**config.mk**
```make
export PLATFORM = sky130hd
export DESIGN_NAME = traffic_lite_vga_render
export DESIGN_NICKNAME = d
export VERILOG_FILES = /design/src/rtl/traffic_vga_pkg.sv /design/src/rtl/vga_timing_gen.sv /design/src/rtl/traffic_lite_vga_render.sv
export SDC_FILE = /design/constraint.sdc
export NUM_CORES = 1
export LEC_CHECK = 0
export CORE_MARGIN = 2
export CORE_UTILIZATION = 46
export DETAILED_ROUTE_END_ITERATION = 12
export PLACE_DENSITY = 0.68
export SLEW_MARGIN = 20
export SYNTH_ARGS = -nofsm -noshare
export SYNTH_HDL_FRONTEND = slang
export SYNTH_HIERARCHICAL = 1
export SYNTH_SLANG_ARGS = --single-unit
```
**constraint.sdc**
```tcl
create_clock -name pixelclk -period 2.8 [get_ports pixelclk]
set_input_delay 0.42 -clock pixelclk [delete_from_list [all_inputs] [get_ports pixelclk]]
set_output_delay 0.42 -clock pixelclk [all_outputs]
set_load 0.005 [all_outputs]
```
**src/rtl/traffic_vga_pkg.sv**
```systemverilog
// -----------------------------------------------------------------------------
// traffic_vga_pkg
// Shared constants and types for the traffic-light VGA renderer.
//   - 640x480@60 VGA timing (active, front porch, sync, back porch, totals)
//   - Lamp geometry: left x, top y of lamp 0, edge length, vertical gap, outline
//   - color_t and the named lamp colours
//   - lamp_top(): top row of lamp idx, built from adds only so that it folds
//     to a constant wherever it is used to size a localparam
// -----------------------------------------------------------------------------
package traffic_vga_pkg;

    localparam logic [9:0] H_ACTIVE = 10'd640;
    localparam logic [9:0] H_FP     = 10'd16;
    localparam logic [9:0] H_SYNC   = 10'd96;
    localparam logic [9:0] H_BP     = 10'd48;
    localparam logic [9:0] H_TOTAL  = H_ACTIVE + H_FP + H_SYNC + H_BP;

    localparam logic [9:0] V_ACTIVE = 10'd480;
    localparam logic [9:0] V_FP     = 10'd10;
    localparam logic [9:0] V_SYNC   = 10'd2;
    localparam logic [9:0] V_BP     = 10'd33;
    localparam logic [9:0] V_TOTAL  = V_ACTIVE + V_FP + V_SYNC + V_BP;

    localparam logic [9:0] SQ_X0    = 10'd270;
    localparam logic [9:0] SQ_Y0    = 10'd60;
    localparam logic [9:0] SQ_SIZE  = 10'd100;
    localparam logic [9:0] SQ_GAP   = 10'd20;
    localparam logic [9:0] BORDER   = 10'd2;

    typedef logic [2:0] color_t;   // {r,g,b}

    localparam color_t C_BLACK  = 3'b000;
    localparam color_t C_WHITE  = 3'b111;
    localparam color_t C_RED    = 3'b100;
    localparam color_t C_YELLOW = 3'b110;
    localparam color_t C_GREEN  = 3'b010;

    function automatic logic [9:0] lamp_top(input logic [1:0] idx,
                                            input logic [9:0] y0,
                                            input logic [9:0] size,
                                            input logic [9:0] gap);
        logic [9:0] pitch;
        pitch = size + gap;
        case (idx)
            2'd0:    return y0;
            2'd1:    return y0 + pitch;
            default: return y0 + pitch + pitch;
        endcase
    endfunction

endpackage

```
**src/rtl/vga_timing_gen.sv**
```systemverilog
// -----------------------------------------------------------------------------
// vga_timing_gen
// Free-running raster counters with combinational sync/visible decode.
// Ports:
//   pixelclk   in   pixel clock
//   rst        in   synchronous active-high reset, counters to (0,0)
//   hcnt       out  horizontal position 0..H_TOTAL-1
//   vcnt       out  vertical position 0..V_TOTAL-1
//   hsync_n    out  horizontal sync for the current position, active low
//   vsync_n    out  vertical sync for the current position, active low
//   visible    out  current position lies in the active area
//   frame_end  out  current position is the last one of the frame
// Timing defaults to 640x480@60; the parameters exist so the raster can be
// scaled without touching the logic.
// -----------------------------------------------------------------------------
module vga_timing_gen
    import traffic_vga_pkg::*;
#(
    parameter logic [9:0] P_H_ACTIVE = H_ACTIVE,
    parameter logic [9:0] P_H_FP     = H_FP,
    parameter logic [9:0] P_H_SYNC   = H_SYNC,
    parameter logic [9:0] P_H_BP     = H_BP,
    parameter logic [9:0] P_V_ACTIVE = V_ACTIVE,
    parameter logic [9:0] P_V_FP     = V_FP,
    parameter logic [9:0] P_V_SYNC   = V_SYNC,
    parameter logic [9:0] P_V_BP     = V_BP
) (
    input  logic       pixelclk,
    input  logic       rst,
    output logic [9:0] hcnt,
    output logic [9:0] vcnt,
    output logic       hsync_n,
    output logic       vsync_n,
    output logic       visible,
    output logic       frame_end
);

    localparam logic [9:0] H_LAST   = P_H_ACTIVE + P_H_FP + P_H_SYNC + P_H_BP - 10'd1;
    localparam logic [9:0] V_LAST   = P_V_ACTIVE + P_V_FP + P_V_SYNC + P_V_BP - 10'd1;
    localparam logic [9:0] HS_BEGIN = P_H_ACTIVE + P_H_FP;
    localparam logic [9:0] HS_END   = HS_BEGIN + P_H_SYNC;
    localparam logic [9:0] VS_BEGIN = P_V_ACTIVE + P_V_FP;
    localparam logic [9:0] VS_END   = VS_BEGIN + P_V_SYNC;

    logic [9:0] hcnt_q, hcnt_d;
    logic [9:0] vcnt_q, vcnt_d;

    // NOTE: every signal assigned in always_comb gets a default first, so no
    // path leaves it unassigned and no latch is inferred.
    always_comb begin
        hcnt_d = hcnt_q + 10'd1;
        vcnt_d = vcnt_q;
        if (hcnt_q == H_LAST) begin
            hcnt_d = '0;
            vcnt_d = (vcnt_q == V_LAST) ? '0 : vcnt_q + 10'd1;
        end
    end

    // NOTE: state registers use non-blocking assignments so every flop samples
    // the pre-edge values regardless of process ordering.
    always_ff @(posedge pixelclk) begin
        if (rst) begin
            hcnt_q <= '0;
            vcnt_q <= '0;
        end else begin
            hcnt_q <= hcnt_d;
            vcnt_q <= vcnt_d;
        end
    end

    assign hcnt      = hcnt_q;
    assign vcnt      = vcnt_q;
    assign hsync_n   = !((hcnt_q >= HS_BEGIN) && (hcnt_q < HS_END));
    assign vsync_n   = !((vcnt_q >= VS_BEGIN) && (vcnt_q < VS_END));
    assign visible   = (hcnt_q < P_H_ACTIVE) && (vcnt_q < P_V_ACTIVE);
    assign frame_end = (hcnt_q == H_LAST) && (vcnt_q == V_LAST);

endmodule

```
**src/rtl/traffic_lite_vga_render.sv**
```systemverilog
// -----------------------------------------------------------------------------
// traffic_lite_vga_render
// Draws three vertically stacked lamp squares on a VGA raster. Each lamp has a
// white outline; its interior takes the latched colour when its select bit is
// set and stays black otherwise.
// Ports:
//   pixelclk     in   pixel clock
//   rst          in   synchronous active-high reset
//   color_in     in   {r,g,b} lamp colour from the controller
//   squares_in   in   lamp select, bit0 = top, bit2 = bottom (several may be set)
//   hsync        out  horizontal sync, active low
//   vsync        out  vertical sync, active low
//   rgb          out  {r,g,b} pixel
//   active       out  rgb is a visible pixel
//   frame_start  out  one-cycle pulse with output pixel (0,0)
// All outputs are registered one cycle behind the raster counters. The inputs
// are sampled only on the last raster position, so a frame never tears.
// -----------------------------------------------------------------------------
module traffic_lite_vga_render
    import traffic_vga_pkg::*;
#(
    parameter logic [9:0] P_H_ACTIVE = H_ACTIVE,
    parameter logic [9:0] P_H_FP     = H_FP,
    parameter logic [9:0] P_H_SYNC   = H_SYNC,
    parameter logic [9:0] P_H_BP     = H_BP,
    parameter logic [9:0] P_V_ACTIVE = V_ACTIVE,
    parameter logic [9:0] P_V_FP     = V_FP,
    parameter logic [9:0] P_V_SYNC   = V_SYNC,
    parameter logic [9:0] P_V_BP     = V_BP,
    parameter logic [9:0] P_SQ_X0    = SQ_X0,
    parameter logic [9:0] P_SQ_Y0    = SQ_Y0,
    parameter logic [9:0] P_SQ_SIZE  = SQ_SIZE,
    parameter logic [9:0] P_SQ_GAP   = SQ_GAP,
    parameter logic [9:0] P_BORDER   = BORDER
) (
    input  logic       pixelclk,
    input  logic       rst,
    input  logic [2:0] color_in,
    input  logic [2:0] squares_in,
    output logic       hsync,
    output logic       vsync,
    output logic [2:0] rgb,
    output logic       active,
    output logic       frame_start
);

    localparam logic [9:0] X_LO  = P_SQ_X0;
    localparam logic [9:0] X_HI  = P_SQ_X0 + P_SQ_SIZE;
    localparam logic [9:0] XI_LO = X_LO + P_BORDER;
    localparam logic [9:0] XI_HI = X_HI - P_BORDER;

    logic [9:0] hcnt, vcnt;
    logic       hsync_n, vsync_n, visible, frame_end;

    vga_timing_gen #(
        .P_H_ACTIVE (P_H_ACTIVE),
        .P_H_FP     (P_H_FP),
        .P_H_SYNC   (P_H_SYNC),
        .P_H_BP     (P_H_BP),
        .P_V_ACTIVE (P_V_ACTIVE),
        .P_V_FP     (P_V_FP),
        .P_V_SYNC   (P_V_SYNC),
        .P_V_BP     (P_V_BP)
    ) u_timing (
        .pixelclk  (pixelclk),
        .rst       (rst),
        .hcnt      (hcnt),
        .vcnt      (vcnt),
        .hsync_n   (hsync_n),
        .vsync_n   (vsync_n),
        .visible   (visible),
        .frame_end (frame_end)
    );

    // Lamp hit tests: bounds are constants, so each test is a handful of
    // magnitude comparators on the counters.
    logic       in_x_outer, in_x_inner;
    logic [2:0] hit_outer, hit_inner;

    assign in_x_outer = (hcnt >= X_LO)  && (hcnt < X_HI);
    assign in_x_inner = (hcnt >= XI_LO) && (hcnt < XI_HI);

    for (genvar g = 0; g < 3; g++) begin : g_lamp
        localparam logic [9:0] TOP = lamp_top(2'(g), P_SQ_Y0, P_SQ_SIZE, P_SQ_GAP);
        localparam logic [9:0] BOT = TOP + P_SQ_SIZE;
        assign hit_outer[g] = in_x_outer && (vcnt >= TOP) && (vcnt < BOT);
        assign hit_inner[g] = in_x_inner && (vcnt >= TOP + P_BORDER) && (vcnt < BOT - P_BORDER);
    end

    color_t     col_q, col_d;
    logic [2:0] sq_q, sq_d;
    logic       hsync_q, hsync_d;
    logic       vsync_q, vsync_d;
    color_t     rgb_q, rgb_d;
    logic       active_q, active_d;
    logic       frame_start_q, frame_start_d;

    always_comb begin
        col_d = col_q;
        sq_d  = sq_q;
        if (frame_end) begin
            col_d = color_in;
            sq_d  = squares_in;
        end

        // Lamps never overlap, so an outline hit in any lamp wins and an
        // interior hit can only come from the lamp that owns this pixel.
        rgb_d = C_BLACK;
        if (visible) begin
            if (|(hit_outer & ~hit_inner)) begin
                rgb_d = C_WHITE;
            end else if (|(hit_inner & sq_q)) begin
                rgb_d = col_q;
            end
        end

        hsync_d       = hsync_n;
        vsync_d       = vsync_n;
        active_d      = visible;
        frame_start_d = (hcnt == 10'd0) && (vcnt == 10'd0);
    end

    always_ff @(posedge pixelclk) begin
        if (rst) begin
            col_q         <= C_BLACK;
            sq_q          <= '0;
            hsync_q       <= 1'b1;
            vsync_q       <= 1'b1;
            rgb_q         <= C_BLACK;
            active_q      <= 1'b0;
            frame_start_q <= 1'b0;
        end else begin
            col_q         <= col_d;
            sq_q          <= sq_d;
            hsync_q       <= hsync_d;
            vsync_q       <= vsync_d;
            rgb_q         <= rgb_d;
            active_q      <= active_d;
            frame_start_q <= frame_start_d;
        end
    end

    assign hsync       = hsync_q;
    assign vsync       = vsync_q;
    assign rgb         = rgb_q;
    assign active      = active_q;
    assign frame_start = frame_start_q;

endmodule

```
; ---- Yosys cells after proc, flatten, opt, wreduce, memory -nomap -nowiden
; Index checks and enable logic that the tools add are counted.
[word_totals]
register_bits = 33
inputBits = 8
out_inout_bits = 7
[op_classes]
addsub = 2
magnitude_cmp = 22
n_eq_ne = 2
muxes = 3
bitwise_logic = 4
n_reduce_logical = 27
[ops]
columns = operator, n
row1 = $lt A10 B9 Y1 const B, 8
row2 = $ge A10 B9 Y1 const B, 5
row3 = $add A10 B1 Y10 const B, 2
row4 = $eq A10 B10 Y1 const B, 2
row5 = $ge A10 B6 Y1 const B, 2
row6 = $ge A10 B8 Y1 const B, 2
row7 = $logic_not A10 Y1, 2
row8 = $lt A10 B10 Y1 const B, 2
row9 = $lt A10 B8 Y1 const B, 2
row10 = $logic_and A1 B1 Y1, 19
row11 = $ge A10 B10 Y1 const B, 1
row12 = $mux W10, 1
row13 = $and A3 B3 Y3, 2
row14 = $mux W3, 2
row15 = $reduce_or A3 Y1, 2
row16 = $reduce_or A2 Y1, 2
row17 = $not A3 Y3, 1
row18 = $logic_not A1 Y1, 2
row19 = $not A1 Y1, 1

; ---- Depth between registers and ports, before layout
; Gate-level depths: netlist (run 1).
[depth]
word_depth = 8
depth_mapped = 9
depth_no_buf = 9

; ---- Modules after synthesis
; Netlist (run 1), hierarchy kept.
[modules_own_cells]
columns = mod, instances, cells_per_inst, area_each_um2, seq_area_each_um2
row1 = vga_timing_gen, 1, 125, 1093.5, 400.4
row2 = traffic_lite_vga_render, 1, 103, 888.4, 260.2

; ---- Worst setup path after synthesis (run 1)
; OpenSTA, ideal clock, no wires.
[synth_timing]
kind = register -> register
start = reg u_timing.hcnt_q[5] (netlist: u_timing/hcnt[5])
end = reg col_q[0]
arrival_ns = 2.041
required_ns = 2.673
setup_slack_ns = 0.632
stages_incl_launch_ff = 9
period_less_slack_ns = 2.168
cell_sequence = dfxtp_1 -> clkbuf_2 -> or3b_1 -> buf_2 -> or3_4 -> nor2_1 -> clkbuf_1 -> mux2i_1 -> nor2_1
[synth_via]
elab_chain_cells = 2
[synth_rtl]
columns = element, line
row1 = from (decl), vga_timing_gen.sv:45  ; logic [9:0] hcnt_q, hcnt_d;
row2 = from (signal assigned), vga_timing_gen.sv:66  ; hcnt_q <= hcnt_d;
row3 = $eq A10 B10 Y1, vga_timing_gen.sv:76  ; assign frame_end = (hcnt_q == H_LAST) && (vcnt_q == V_LAST);
row4 = $logic_and A1 B1 Y1, vga_timing_gen.sv:76
row5 = via frame_end, traffic_lite_vga_render.sv:53  ; logic hsync_n, vsync_n, visible, frame_end;
row6 = to (signal assigned), traffic_lite_vga_render.sv:133  ; col_q <= col_d;
row7 = to (decl), traffic_lite_vga_render.sv:90  ; color_t col_q, col_d;
; The timed path passes the listed nets, and every way through them passes these cells.
; A chain may end at the register's enable or synchronous reset.

; ---- Final worst setup path (run 1)
[layout_timing]
start = reg u_timing.hcnt_q[9] (netlist: u_timing/hcnt[9])
end = reg col_q[1]
; Same word-level chain as after synthesis.

==> results of run 1 <==
[registers in the layout, indices dropped and copies added, names as in the netlist]
register,flops
u_timing/vcnt,10
u_timing/hcnt,10
hsync,1
rgb,3
sq_q,3
col_q,3
frame_start,1
active,1
vsync,1
[power groups by stage]
| stage | Combinational, mW | Sequential (mW) | Clock [mW] |
|---|---|---|---|
| after floorplan | 0.0201 | 0.492 | 0 |
| after global placement | 0.0392 | 0.493 | 0 |
| after detailed placement | 0.0394 | 0.494 | 0 |
| after CTS | 0.0398 | 0.483 | 0.374 |
| after global routing | 0.0439 | 0.484 | 0.394 |
| final | 0.0393 | 0.483 | 0.363 |
[stage by stage]
step           worst slack (ns)  instances  cell area (sq um)
2_1_floorplan             0.632        228               1980
3_3_place_gp              0.727        283               2140
3_5_place_dp              0.710        283               2140
4_1_cts                   0.692        290               2220
5_1_grt                   0.561        290               2220
6_report                  0.683        290               2220
[worst min-delay path: cells and delay by family (launching register included)]
kind / cells / cell delay, ns
flops: 1 / 0.31
compound gates: 1 / 0.06
buf+inv: 1 / 0.04
[logic make-up (layout without fill, tap and decap cells)]
| logic type | Yosys count | count (layout) | synth area share [%] |
|---|---|---|---|
| AND/OR/NAND/NOR | 116 | 116 | 37.1 |
| AO/OA/AOI/OAI | 33 | 33 | 12.0 |
| multiplexers | 7 | 7 | 3.54 |
| adder cells (fa/ha/maj) | 5 | 5 | 3.16 |
| buffers and inverters | 21 | 33 | 5.11 |
| flip-flops | 33 | 33 | 33.3 |
| XOR/XNOR | 13 | 13 | 5.74 |
[final timing paths]
kind,start,end,slack (ns),depth (start not counted)
hold / removal,col_q[2],rgb[2],0.45,2
hold reg to reg,col_q[2],rgb[2],0.45,2
setup / recovery,u_timing/hcnt[9],col_q[1],0.68,6
setup reg to reg,u_timing/hcnt[9],col_q[1],0.68,6
[cell type report]
cell class | count | area share, %
Multi-Input combinational cell | 174 | 54.9
Sequential cell | 33 | 29.7
Timing Repair Buffer | 16 | 6.98
Clock buffer | 7 | 3.89
Tap cell | 50 | 2.82
Inverter | 10 | 1.69
[cells in the mapped netlist, drive strengths merged (2+ instances only)]
cell    count
nor2       25
or2         5
a31oi       4
nor3b       4
nand3      13
nor4       10
o21ai       9
xor2        6
nor3        7
inv        10
nor2b       3
dfxtp      33
xnor2       7
a21o        2
buf         4
nand2b      4
mux2i       7
and4        2
nand2      15
or4         2
and3        3
nand4      10
o31ai       2
ha          5
a21oi       7
a211oi      3
or3         5
clkbuf      7
[routing by layer]
| layer | wire [um] | up-vias |
|---|---|---|
| li1 | - | 843 |
| met1 | 2160 | 758 |
| met2 | 1870 | 25 |
| met3 | 166 | 5 |
| met4 | 41 | 0 |
| met5 | 0 | - |
==> reports/metrics.cfg, run 1 <==
[status]
status = finished clean

[global_route]
antenna_found_initial = 0
grt.busiest_layer = met1
grt_pass1_wl_um = 7560
grt_max_degree = 19
gr-total-overflow = 0
met2_usage_pct = 27.1
met1_usage_pct = 28.0
track_usage_pct = 19.1
grt_pass1_vias = 1538
use_met3_pct = 4.07

[setup_path]
start_kind = flip-flop
worst_path_largest_cell_delay_ns = 0.51
required_ns = 2.97
critical_path_class = flip-flop to flip-flop
cp_cell_sequence = or3b_1 -> or3_4 -> nor2_1 -> buf_4 -> mux2i_1 -> nor2_1
cp_common_cell = nor2_1
critPathTopFamily = simple AND/OR/NAND/NOR gates
critical_path.slowest_cell = or3b_1
arrival_ns = 2.29
cp_max_fo = 7
path_buf_inv = 1
cp-end-kind = flip-flop

[cells_and_area]
layout.cells.most_common = dfxtp_1
drive_above_1_share_pct = 13.8
num-nets-final = 253
final_util_pct = 54.4
area_delta_synth_final_pct = 12.1
final_cell_mix = dfxtp_1, nor2_1, nand2_1
diodes = 0
n_fill_cell = 407
seq_area_sq_um = 661
multiInputGateArea_sq_um = 1220

[routing]
via_per_inst = 5.62
drt-pass1-iter-count = 4
drcViolationCount = 0
wirelength_um = 4240
drt.antenna.violating_nets = 0
wl_per_cell_um = 14.6
via_count = 1631
drt-initial-drc-count = 110

[timing]
min_period_ns = 2.12
skew_ns = 0.00289
finalMaxSlewViolations = 0
hold_viol = 0
setup_viol = 0
relSlewSlack_pct = 60.9
tns_ns = 0
holdWs_ns = 0.451
tightest_slew_ns = 0.585
fin_crit_sh_pct = 75.6
fmax_ghz = 0.472
rsz0062_at_grt = false

[pwr]
pwr-share-clk_pct = 41.0
switching_share_pct = 21.8
internal-power_mw = 0.692
p_total_mw = 0.885
power.net_switching_mw = 0.193
combPwrFrac_pct = 4.4
cellPowerDensity_nw_per_um2 = 398
power.share.sequential_pct = 54.6
p_leak_nw = 0.749
ir_drop_v = 0.000257

[cts]
hold_buffers = 0
cts.clk_slew.worst_paths_ns = 0.07
cts_setup_buffers = 0
cts_root_buffer = clkbuf_8
cts_tree = built
h-tree-depth = 2
cts.sinks = 33
cts_buffers = 5
insertion_delay_ns = 0.28
cts_resized = 0
clockBufferDepth = 2

[logic_synthesis]
syn_area_sq_um = 1980
synth-edff-count = 0
synthArstFlopShare_pct = 0
synth_seq_area_share_pct = 33.3
syn-num-nets = 241
synth.area.top_cells = dfxtp_1, nor2_1, mux2i_1
synthCells = 228
synth_top_area_cell = dfxtp_1
synth.avg_cell_area_sq_um = 8.69
ys_types = 57
synth_seq_cells = 33
synth_flop_cell = dfxtp_1
synth_top_area_share_pct = 33.3
yosys_warnings = 6

[floorplan]
dieArea_sq_um = 4850
die_w_um = 69.6
die_h_um = 69.6
core_sq_um = 4090
io_pins = 15
start_util_pct = 48.5
num_rows = 23

[placed_design]
gp_congestion = 0.802
portBuffers = 14
dp_hpwl_um = 2910

[flow_run]
maxCapViolations = 0

[min_path]
min_path_type = flip-flop to flip-flop

Power figures use the tool's default switching activity.
==> inputs of run 2 (changes only) <==
--- a/config.mk
+++ b/config.mk
@@ -8,7 +8,7 @@
 export CORE_MARGIN = 2
 export CORE_UTILIZATION = 46
 export DETAILED_ROUTE_END_ITERATION = 12
-export PLACE_DENSITY = 0.68
+export PLACE_DENSITY = 0.71
 export SLEW_MARGIN = 20
 export SYNTH_ARGS = -nofsm -noshare
 export SYNTH_HDL_FRONTEND = slang
==> constraint.sdc (replaced) <==
create_clock -name pixelclk -period 1.94 [get_ports pixelclk]
set_input_delay 0.291 -clock pixelclk [delete_from_list [all_inputs] [get_ports pixelclk]]
set_output_delay 0.291 -clock pixelclk [all_outputs]
set_load 0.005 [all_outputs]
==> reports/metrics.cfg, run 2 (same netlist as run 1, synthesis figures left out) <==
[placed_design]
dp_hpwl_um = 3180  ; +9.1%
gp_congestion = 0.895  ; +12%
portBuffers = 14  ; unchanged
dp_slack_ns = 0.120  ; -0.591 ns

[routing]
wl_per_cell_um = 13.9  ; -5.1%
wirelength_um = 4360  ; +2.8%
drt-pass1-iter-count = 4  ; unchanged
drt.antenna.violating_nets = 0  ; unchanged
via_count = 1754  ; +7.5%
drt-initial-drc-count = 138  ; +25%
via_per_inst = 5.59  ; -0.68%
drcViolationCount = 0  ; unchanged

[cells_and_area]
n_fill_cell = 385  ; -5.4%
area_delta_synth_final_pct = 22.5
num-nets-final = 276  ; +9.1%
diodes = 0  ; unchanged
multiInputGateArea_sq_um = 1220  ; unchanged
final_cell_mix = dfxtp_1, nor2_1, buf_4
layout.cells.most_common = dfxtp_1
drive_above_1_share_pct = 22.7  ; +9.0 points
seq_area_sq_um = 664  ; +0.57%

[pwr]
switching_share_pct = 19.7  ; -2.1 points
power.share.sequential_pct = 48.5  ; -6.1 points
p_leak_nw = 0.885  ; +18%
pwr-share-clk_pct = 46.5  ; +5.5 points
combPwrFrac_pct = 5.1  ; +0.7 points
internal-power_mw = 1.14  ; +65%
cellPowerDensity_nw_per_um2 = 586  ; +47%
p_total_mw = 1.42  ; +61%
ir_drop_v = 0.000334  ; +30%
power.net_switching_mw = 0.281  ; +45%

[setup_path]
start_kind = flip-flop
cp-end-kind = flip-flop
critical_path_class = flip-flop to flip-flop
arrival_ns = 1.97  ; -0.32 ns
worst_path_largest_cell_delay_ns = 0.51  ; about the same
r2r_slack_ns = 0.14  ; -0.54 ns
rr_worst_depth = 6  ; unchanged
critical_path.slowest_cell = dfxtp_1
cp_max_fo = 9  ; +2
cp_cell_sequence = nand4_4 -> or3_4 -> nor2_1 -> buf_4 -> mux2i_1 -> nor2_1
required_ns = 2.11  ; -0.86 ns
cp_common_cell = nor2_1

[timing]
setup_slack_ns = 0.142  ; -0.542 ns
skew_ns = 0.00309  ; +0.000207 ns
hold_viol = 0  ; unchanged
finalMaxSlewViolations = 0  ; unchanged
tns_ns = 0  ; unchanged
tightest_slew_ns = 0.366  ; -0.219 ns
relSlewSlack_pct = 75.4  ; +14 points
rsz0062_at_grt = false
fmax_ghz = 0.556  ; +18%
setup_viol = 0  ; unchanged
min_period_ns = 1.80  ; -0.318 ns
fin_crit_sh_pct = 92.7  ; +17 points

[floorplan]
start_util_pct = 48.5  ; unchanged
core_sq_um = 4090  ; unchanged
dieArea_sq_um = 4850  ; unchanged
io_pins = 15  ; unchanged
num_rows = 23  ; unchanged
die_h_um = 69.6  ; unchanged
die_w_um = 69.6  ; unchanged

[cts]
cts_root_buffer = clkbuf_8
cts_resized = 0  ; unchanged
cts.clk_slew.worst_paths_ns = 0.07  ; about the same
clockBufferDepth = 2  ; unchanged
cts.sinks = 33  ; unchanged
cts_buffers = 5  ; unchanged
cts_setup_buffers = 0  ; unchanged
insertion_delay_ns = 0.28  ; about the same
cts_tree = built
hold_buffers = 0  ; unchanged
h-tree-depth = 2  ; unchanged

[min_path]
min_path_type = flip-flop to flip-flop
whs_path_depth = 2  ; unchanged

[global_route]
antenna_found_initial = 0  ; unchanged
grt_max_degree = 19  ; unchanged
gr-total-overflow = 0  ; unchanged
grt_pass1_wl_um = 7540  ; -0.28%
grt_pass1_vias = 1680  ; +9.2%
track_usage_pct = 19.3  ; +0.13 points

[status]
status = finished clean

[flow_run]
maxCapViolations = 0  ; unchanged

run 2: worst paths after layout:
kind,from,end
hold / removal,col_q[0],rgb[0]
setup reg to reg,u_timing/hcnt[4],sq_q[2]
hold reg to reg,col_q[0],rgb[0]
setup / recovery,u_timing/hcnt[4],sq_q[2]
run 2: worst max-delay path: cells and delay by family, from the launching register on:
family / cells / cell delay, ns
simple gates: 4 / 0.77
flops: 1 / 0.51
mux: 1 / 0.21
buf+inv: 1 / 0.19
run 2: area by class of cell:
cell class              instances  share of cell area, %
multi-input cells             174                   50.2
repair buffers                 39                   13.5
well taps                      50                   2.58
clock buffers                   7                   3.55
inverters                      10                   1.55
clock inverters                 1                   1.24
flip-flops and latches         33                   27.4
run 2: power by group through the flow:
stage          sequential [mW]  combinational (mW)  clock [mW]
4_1_cts                  0.690              0.0731       0.687
3_5_place_dp             0.706              0.0726           0
3_3_place_gp             0.706              0.0720           0
6_report                 0.690              0.0720       0.662
2_1_floorplan            0.709              0.0289           0
5_1_grt                  0.691              0.0804       0.706
run 2: through the flow:
| step | hold slack [ns] | instances | area, sq um | util, % |
|---|---|---|---|---|
| finish | 0.449 | 314 | 2430 | 59.4 |
| global route | 0.481 | 314 | 2430 | 59.4 |
| CTS | 0.453 | 314 | 2430 | 59.4 |
| detailed placement | 0.444 | 306 | 2310 | 56.5 |
| global placement | 0.446 | 306 | 2310 | 56.5 |
| floorplan | 0.430 | 228 | 2000 | - |
run 2: routing by layer:
metal  share of wire [%]  global-route usage (%)  vias up
li1                    -                       -      892
met4                 1.6                    8.12        0
met2                  48                    32.6       33
met1                  47                    23.8      823
met3                 3.3                    3.92        6
met5                   0                       0        -
